$ cat src/rtl/alu_acc_seq.sv
// Accumulator ALU: WIDTH-bit datapath, 16 ops, registered Acc/carry/zero, start/busy/done handshake.
// Latency: 1 edge for single-cycle ops, WIDTH+1 edges for iterative multiply/divide.
// Backpressure: start is ignored while busy; requests are neither queued nor flagged.
module alu_acc_seq #(
    parameter int WIDTH = 8
) (
    input  logic             clk,
    input  logic             rst,
    input  logic             start,
    input  logic             src_acc,
    input  logic [WIDTH-1:0] A,
    input  logic [WIDTH-1:0] B,
    input  logic [3:0]       ALU_Sel,
    output logic [WIDTH-1:0] Acc,
    output logic             carry,
    output logic             zero,
    output logic             busy,
    output logic             done
);

    localparam int CW = $clog2(WIDTH);

    typedef enum logic [1:0] {
        IDLE = 2'd0,
        MUL  = 2'd1,
        DIV  = 2'd2
    } state_t;

    state_t               state;
    logic [CW-1:0]        cnt_r;
    logic [2*WIDTH-1:0]   mcand_r;
    logic [2*WIDTH-1:0]   prod_r;
    logic [WIDTH-1:0]     mplier_r;
    logic [WIDTH-1:0]     dvsr_r;
    logic [WIDTH-1:0]     rem_r;
    logic [WIDTH-1:0]     quo_r;

    logic [WIDTH-1:0]     x;
    logic [WIDTH:0]       sum;
    logic [WIDTH:0]       dif;
    logic [WIDTH-1:0]     r;
    logic                 c;

    logic [2*WIDTH-1:0]   prod_nxt;
    logic [WIDTH:0]       rem_sh;
    logic                 rem_ge;
    logic [WIDTH-1:0]     rem_dif;
    logic [WIDTH-1:0]     rem_nxt;
    logic [WIDTH-1:0]     quo_nxt;
    logic [WIDTH-1:0]     div_res;
    logic                 last_iter;

    // Single-cycle result; ops 2/3 are produced by the iterative datapath below.
    always_comb begin
        x   = src_acc ? Acc : A;
        sum = {1'b0, x} + {1'b0, B};
        dif = {1'b0, x} - {1'b0, B};
        r   = '0;
        c   = 1'b0;
        case (ALU_Sel)
            4'd0:  begin r = sum[WIDTH-1:0]; c = sum[WIDTH]; end
            4'd1:  begin r = dif[WIDTH-1:0]; c = dif[WIDTH]; end
            4'd4:  begin r = {x[WIDTH-2:0], 1'b0}; c = x[WIDTH-1]; end
            4'd5:  begin r = {1'b0, x[WIDTH-1:1]}; c = x[0]; end
            4'd6:  begin r = {x[WIDTH-2:0], x[WIDTH-1]}; c = x[WIDTH-1]; end
            4'd7:  begin r = {x[0], x[WIDTH-1:1]}; c = x[0]; end
            4'd8:  r = x & B;
            4'd9:  r = x | B;
            4'd10: r = x ^ B;
            4'd11: r = ~(x | B);
            4'd12: r = ~(x & B);
            4'd13: r = ~(x ^ B);
            4'd14: r = {{(WIDTH-1){1'b0}}, (x > B)};
            4'd15: r = {{(WIDTH-1){1'b0}}, (x == B)};
            default: begin r = '0; c = 1'b0; end
        endcase
    end

    // One shift-add step and one restoring-divide step per cycle.
    always_comb begin
        prod_nxt  = mplier_r[0] ? (prod_r + mcand_r) : prod_r;
        rem_sh    = {rem_r, quo_r[WIDTH-1]};
        rem_ge    = (rem_sh >= {1'b0, dvsr_r});
        rem_dif   = rem_sh[WIDTH-1:0] - dvsr_r;
        rem_nxt   = rem_ge ? rem_dif : rem_sh[WIDTH-1:0];
        quo_nxt   = {quo_r[WIDTH-2:0], rem_ge};
        div_res   = (dvsr_r == '0) ? '1 : quo_nxt;
        last_iter = (cnt_r == CW'(WIDTH - 1));
    end

    always_ff @(posedge clk or posedge rst) begin
        if (rst) begin
            state    <= IDLE;
            cnt_r    <= '0;
            mcand_r  <= '0;
            prod_r   <= '0;
            mplier_r <= '0;
            dvsr_r   <= '0;
            rem_r    <= '0;
            quo_r    <= '0;
            Acc      <= '0;
            carry    <= 1'b0;
            zero     <= 1'b0;
            busy     <= 1'b0;
            done     <= 1'b0;
        end else begin
            done <= 1'b0;
            case (state)
                IDLE: begin
                    if (start) begin
                        if (ALU_Sel == 4'd2) begin
                            mcand_r  <= {{WIDTH{1'b0}}, x};
                            mplier_r <= B;
                            prod_r   <= '0;
                            cnt_r    <= '0;
                            busy     <= 1'b1;
                            state    <= MUL;
                        end else if (ALU_Sel == 4'd3) begin
                            quo_r  <= x;
                            dvsr_r <= B;
                            rem_r  <= '0;
                            cnt_r  <= '0;
                            busy   <= 1'b1;
                            state  <= DIV;
                        end else begin
                            Acc   <= r;
                            carry <= c;
                            zero  <= (r == '0);
                            done  <= 1'b1;
                        end
                    end
                end
                MUL: begin
                    prod_r   <= prod_nxt;
                    mcand_r  <= mcand_r << 1;
                    mplier_r <= mplier_r >> 1;
                    cnt_r    <= cnt_r + CW'(1);
                    if (last_iter) begin
                        Acc   <= prod_nxt[WIDTH-1:0];
                        carry <= |prod_nxt[2*WIDTH-1:WIDTH];
                        zero  <= (prod_nxt[WIDTH-1:0] == '0);
                        done  <= 1'b1;
                        busy  <= 1'b0;
                        state <= IDLE;
                    end
                end
                DIV: begin
                    rem_r <= rem_nxt;
                    quo_r <= quo_nxt;
                    cnt_r <= cnt_r + CW'(1);
                    if (last_iter) begin
                        Acc   <= div_res;
                        carry <= (dvsr_r == '0);
                        zero  <= (div_res == '0);
                        done  <= 1'b1;
                        busy  <= 1'b0;
                        state <= IDLE;
                    end
                end
                default: begin
                    busy  <= 1'b0;
                    state <= IDLE;
                end
            endcase
        end
    end

endmodule
$ cat config.mk
export PLATFORM = sky130hd
export DESIGN_NAME = alu_acc_seq
export DESIGN_NICKNAME = d
export VERILOG_FILES = /design/src/rtl/alu_acc_seq.sv
export SDC_FILE = /design/constraint.sdc
export NUM_CORES = 1
export LEC_CHECK = 0
export ABC_AREA = 1
export CORE_ASPECT_RATIO = 0.7
export CORE_UTILIZATION = 40
export CTS_BUF_LIST = sky130_fd_sc_hd__clkbuf_8
export DETAILED_ROUTE_END_ITERATION = 8
export PLACE_DENSITY_LB_ADDON = 0.12
export SYNTH_ARGS = -nofsm -noshare
export SYNTH_HDL_FRONTEND = slang
export SYNTH_SLANG_ARGS = --single-unit
export TNS_END_PERCENT = 100
$ cat constraint.sdc
create_clock -name clk -period 4.7 [get_ports clk]
set_input_delay 0.47 -clock clk [delete_from_list [all_inputs] [get_ports clk]]
set_output_delay 0.47 -clock clk [all_outputs]
set_load 0.03 [all_outputs]
; ---- After elaboration in Yosys (flattened, before gate mapping)
; Cells that the tools add are included.
[totals]
register_bits = 81
out_inout_bits = 12
wordCells = 135
[op_classes]
add_sub_neg = 5
order_cmp = 2
eq_ne = 28
n_mux = 60
n_bitwise = 7
n_reduce_logical = 20
[op_table]
columns = cell, count
row1 = $mux 8, 16
row2 = $pmux 8 s14, 1
row3 = $mux 16, 5
row4 = $pmux 16 s2, 2
row5 = $pmux 8 s2, 3
row6 = $eq 4x4->1 const B, 8
row7 = $logic_not 8->1, 4
row8 = $not 8->8, 3
row9 = $pmux 8 s3, 1
row10 = $mux 1, 18
row11 = $add 16x16->16, 1
row12 = $eq 4x3->1 const B, 4
row13 = $ne 2x2->1 const B, 7
row14 = $add 8x8->9, 1
row15 = $ge 9x8->1, 1
row16 = $mux 3, 3
row17 = $reduce_and 3->1, 3
row18 = $sub 8x8->9, 1
row19 = $and 8x8->8, 1
row20 = $eq 4x2->1 const B, 2
row21 = $eq 8x8->1, 1
row22 = $gt 8x8->1, 1
row23 = $mux 2, 4
row24 = $or 8x8->8, 1
row25 = other kinds (23), 30

; ---- Longest topological paths before layout
[depth]
word_depth = 9
depth_mapped = 18
ltp_nobuf = 18

; ---- Worst setup path before layout
; No wires, ideal clock.
[synth_path]
kind = register to register
from = register Acc[0]
to = register zero
setup_time_ps = 77
arrival_time_ps = 2461
required_time_ps = 4623
path_slack_ps = 2161
stages_incl_launch_ff = 19
synth_period_minus_slack_ps = 2539
path_cell_list = dfrtp_1 inv_1 nand2_1 o21ai_0 inv_1 ha_1 inv_1 fa_1 nor2_1 o21ai_0 nand3_1 nand2_1 nand2_1 o21ai_0 nor2_1 nand2_1 nor2_1 nand3_1 a21oi_1
[synth_between]
elab_chain_len = 9
[synth_rtl]
columns = element, line_no
row1 = "start, declared", 14  ; output logic [WIDTH-1:0] Acc,
row2 = "start signal, assigned", 126  ; Acc <= r;
row3 = "start signal, assigned", 139  ; Acc <= prod_nxt[WIDTH-1:0];
row4 = "start signal, assigned", 152  ; Acc <= div_res;
row5 = $mux 8 *, 55  ; x = src_acc ? Acc : A;
row6 = "parallel branches: the longest is 2 deep, another holds $sub 8x8->9", -
row7 = $pmux 8 s14 *, 60  ; case (ALU_Sel)
row8 = $logic_not 8->1 *, 128  ; zero <= (r == '0);
row9 = $mux 1 *, 118  ; end else if (ALU_Sel == 4'd3) begin
row10 = $mux 1 *, 111  ; if (ALU_Sel == 4'd2) begin
row11 = $mux 1 *, 110  ; if (start) begin
row12 = $pmux 1 s3 *, 108  ; case (state)
row13 = "end signal, assigned", 128
row14 = "end signal, assigned", 141  ; zero <= (prod_nxt[WIDTH-1:0] == '0);
row15 = "end signal, assigned", 154  ; zero <= (div_res == '0);
row16 = "end, declared", 16  ; output logic zero,
; Every way passes the cells marked *. The select of a mux whose other input is x is not followed.
; A chain may end at the register's enable or synchronous reset.

; ---- Worst setup path in the final report
[layout_path]
from = input port src_acc
to = register zero
[layout_between]
elab_chain_len = 9
[layout_rtl]
columns = element, line_no
row1 = "start, declared", 10  ; input logic src_acc,
row2 = $mux 8 *, 55
row3 = "parallel branches: the longest is 2 deep, another holds $sub 8x8->9", -
row4 = $pmux 8 s14 *, 60
row5 = $logic_not 8->1 *, 128
row6 = $mux 1 *, 118
row7 = $mux 1 *, 111
row8 = $mux 1 *, 110
row9 = $pmux 1 s3 *, 108
; Marked as above.

==> reports/qor.csv <==
stage,metric,value,unit
run_status,status,finished clean,
die,core-area,16400,um2
power,power_leakage,3.83,nW
routing,drc,0,
setup_path,max_stage_delay,0.69,ns
global_routing,grt_pass1_wl,34.0,mm
clock_tree,numCtsBuffers,9,
clock_tree,clkSinkCount,81,
power,power_density,606,nW/um2
setup_path,cp_slowest_cell,o21ai_1,
placement,portBuffers,35,
cells_and_area,antenna_cells,0,
die,pin_count,36,
clock_tree,clk_latency,0.37,ns
yosys,synthCells,1026,
die,dieArea,17500,um2
yosys,netlist_area,6770,um2
setup_path,crit_required,5.00,ns
timing,rsz0062_at_grt,no,
timing,fin_worst_skew,0.0104,ns
die,num_rows,39,
timing,hold_viol,0,
cells_and_area,layoutNonFillerInstCount,1283,
setup_path,crit_type,primary input to flip-flop,
placement,dp.cells,1267,
setup_path,critPathBufInv,4,
placement,hpwl,16.7,mm
global_routing,grt_use_total,25.4,%
cells_and_area,drive_above_1_share,3.88,%
setup_path,reg2regPathDepth,16,
setup_path,cpLargestDelayFamily,compound AO/OA/AOI/OAI gates,
yosys,ys_ff_latch,81,
power,ir_worst_vdd,0.257,mV
routing,totalWireLength,21.3,mm
die,die_h,111,um
cells_and_area,final_common_cell,nand2_1,
timing,slew_viol_final,0,
global_routing,antenna_found_initial,0,
setup_path,cp-start-kind,primary input,
clock_tree,htree_levels,3,
setup_path,crit_path_max_fanout,9,
clock_tree,cts_hold_buf,0,
routing,dr.pass1.iters,5,
yosys,synth.avg_cell_area,6.60,um2
yosys,ys_types,43,
global_routing,overflow,0,
clock_tree,postCtsSetupRepairBufs,0,
timing,max_slew_margin,45.3,%
clock_tree,tritoncts,done,
flow_run,drv_cap,0,
setup_path,crit_arrival,3.65,ns
routing,avgRoutedWirePerCell,16.6,um
yosys,seq_area_frac_synth,29.9,%
cells_and_area,num-fill-cells,1754,
routing,num_vias,6689,
timing,setup_viol,0,
timing,timing.final.crit_share,71.3,%
routing,viasPerCell,5.21,
yosys,synth.area.top_cells,"dfrtp_1 (30%), nand2_1 (16%), ha_1 (10%)",
global_routing,grt_max_degree,52,
cells_and_area,area_delta_synth_final,11.2,%
global_routing,grt_pass1_vias,6209,
die,start_util,41.2,%
clock_tree,cts.path.max_buffers,2,
die,die_x,158,um
setup_path,cp-end-kind,flip-flop,
clock_tree,clkTransAtPathRegs,0.09,ns
yosys,netlist.area_leader.share,29.9,%
yosys,syn-num-nets,1108,
timing,tightest_slew,0.819,ns
hold_path,hold_path.class,flip-flop to flip-flop,
routing,antenna_left,0,
setup_path,path_cells,clkdlybuf4s50_1 > o21ai_1 > inv_1 > ha_1 > inv_1 > nand2_1 > inv_1 > a21oi_1 > nand3_1 > nand2_1 > a21oi_1 > nor2_1 > nand2_1 > nor2_1 > nand3_1 > a21oi_1,
placement,gp_congestion,0.991,
cells_and_area,final_cell_mix,"nand2_1 (295), inv_1 (158), nor2_1 (88)",
clock_tree,cts_root_buf,clkbuf_8,
yosys,yosys_warnings,0,
setup_path,cp.depth,16,
clock_tree,cts_resized,0,
timing,setup_tns,0,ns
hold_path,holdPathStages,2,
timing,fmax,0.298,GHz
cells_and_area,fin_nets,1135,
yosys,yosys.area.top_type,dfrtp_1,
timing,period_needed,3.35,ns
routing,drt_iter0_drc,623,
==> cell families (layout without fill, tap and decap cells) <==
logic type	Yosys count	count (layout)	synth area share, %
simple gates	496	496	30.3
compound gates	193	193	16.5
buf+inv	189	221	11.0
flops	81	81	29.9
fa+ha+maj	58	58	11.2
xor+xnor	9	9	1.16
==> worst min-delay path: stages (launching register included) <==
cell	delay, ns
dfrtp_1	0.35
nand2_1	0.05
nand2_1	0.05
==> final cells by class <==
class | instances | area, um2 | area share [%]
well taps | 225 | 282 | 3.74
clock inverters | 6 | 66.3 | 0.881
flip-flops and latches | 81 | 2030 | 26.9
clock buffers | 10 | 138 | 1.83
repair buffers | 41 | 395 | 5.25
inverters | 164 | 617 | 8.19
multi-input cells | 756 | 4000 | 53.2
==> cells in the mapped netlist, drive strengths merged <==
| cell type | number |
|---|---|
| o22ai | 25 |
| dfrtp | 81 |
| clkbuf | 9 |
| a22oi | 2 |
| o211ai | 10 |
| inv | 162 |
| a31oi | 14 |
| xnor2 | 4 |
| o311ai | 1 |
| o31a | 1 |
| ha | 54 |
| nor2 | 92 |
| a21o | 3 |
| nand3 | 73 |
| nand2 | 295 |
| o21ai | 83 |
| clkinv | 2 |
| and2 | 3 |
| o2bb2ai | 1 |
| a32o | 1 |
| fa | 4 |
| o21a | 6 |
| a211oi | 2 |
| or2 | 4 |
| nor4 | 2 |
| xor2 | 5 |
| a21oi | 42 |
| nand4 | 11 |
| nor3 | 13 |
| nand3b | 3 |
| o21bai | 1 |
| buf | 16 |
| o221ai | 1 |
==> flip-flops by register name, indices dropped and copies added (netlist names) <==
signal    flops
cnt_r         3
quo_r         8
carry         1
prod_r       16
Acc           8
zero          1
mcand_r      16
state         2
dvsr_r        8
mplier_r      8
busy          1
rem_r         8
done          1
==> layer usage <==
layer	wire length, um	share of wire [%]	up-vias	track usage (%)
met3	1970	9.3	13	7.11
met2	8120	38	219	33.4
met1	11100	52	3073	40.7
li1	-	-	3384	-
met4	86	0.40	0	3.50
met5	0	0	-	0
==> final timing paths <==
path                       startpoint        to  slack [ns]
min reg2reg                      busy      busy        0.49
min                              busy      busy        0.49
min in group asynchronous         rst  rem_r[6]        0.55
max                           src_acc      zero        1.35
max reg2reg                    Acc[4]      zero        1.82
max in group asynchronous         rst      busy        3.17
==> where the power goes <==
part           internal, mW  switching [mW]  total, mW
Sequential             1.01           0.203       1.21
Combinational         0.963            1.84       2.80
Clock                 0.261           0.290      0.551
Total                  2.24            2.33       4.57
==> through the flow <==
stage | instance area [um2] | hold WS [ns] | power [mW] | setup slack (ns) | utilization, %
after global routing | 7530 | 0.530 | 5.01 | 1.03 | 45.8
after detailed placement | 7320 | 0.474 | 3.98 | 0.997 | 44.5
final | 7530 | 0.487 | 4.57 | 1.35 | 45.8
after floorplan | 6770 | 0.454 | 3.23 | 2.15 | -
after global placement | 7320 | 0.478 | 4.00 | 0.947 | 44.5
after CTS | 7530 | 0.493 | 4.54 | 1.38 | 45.8
Power figures use the tool's default switching activity.
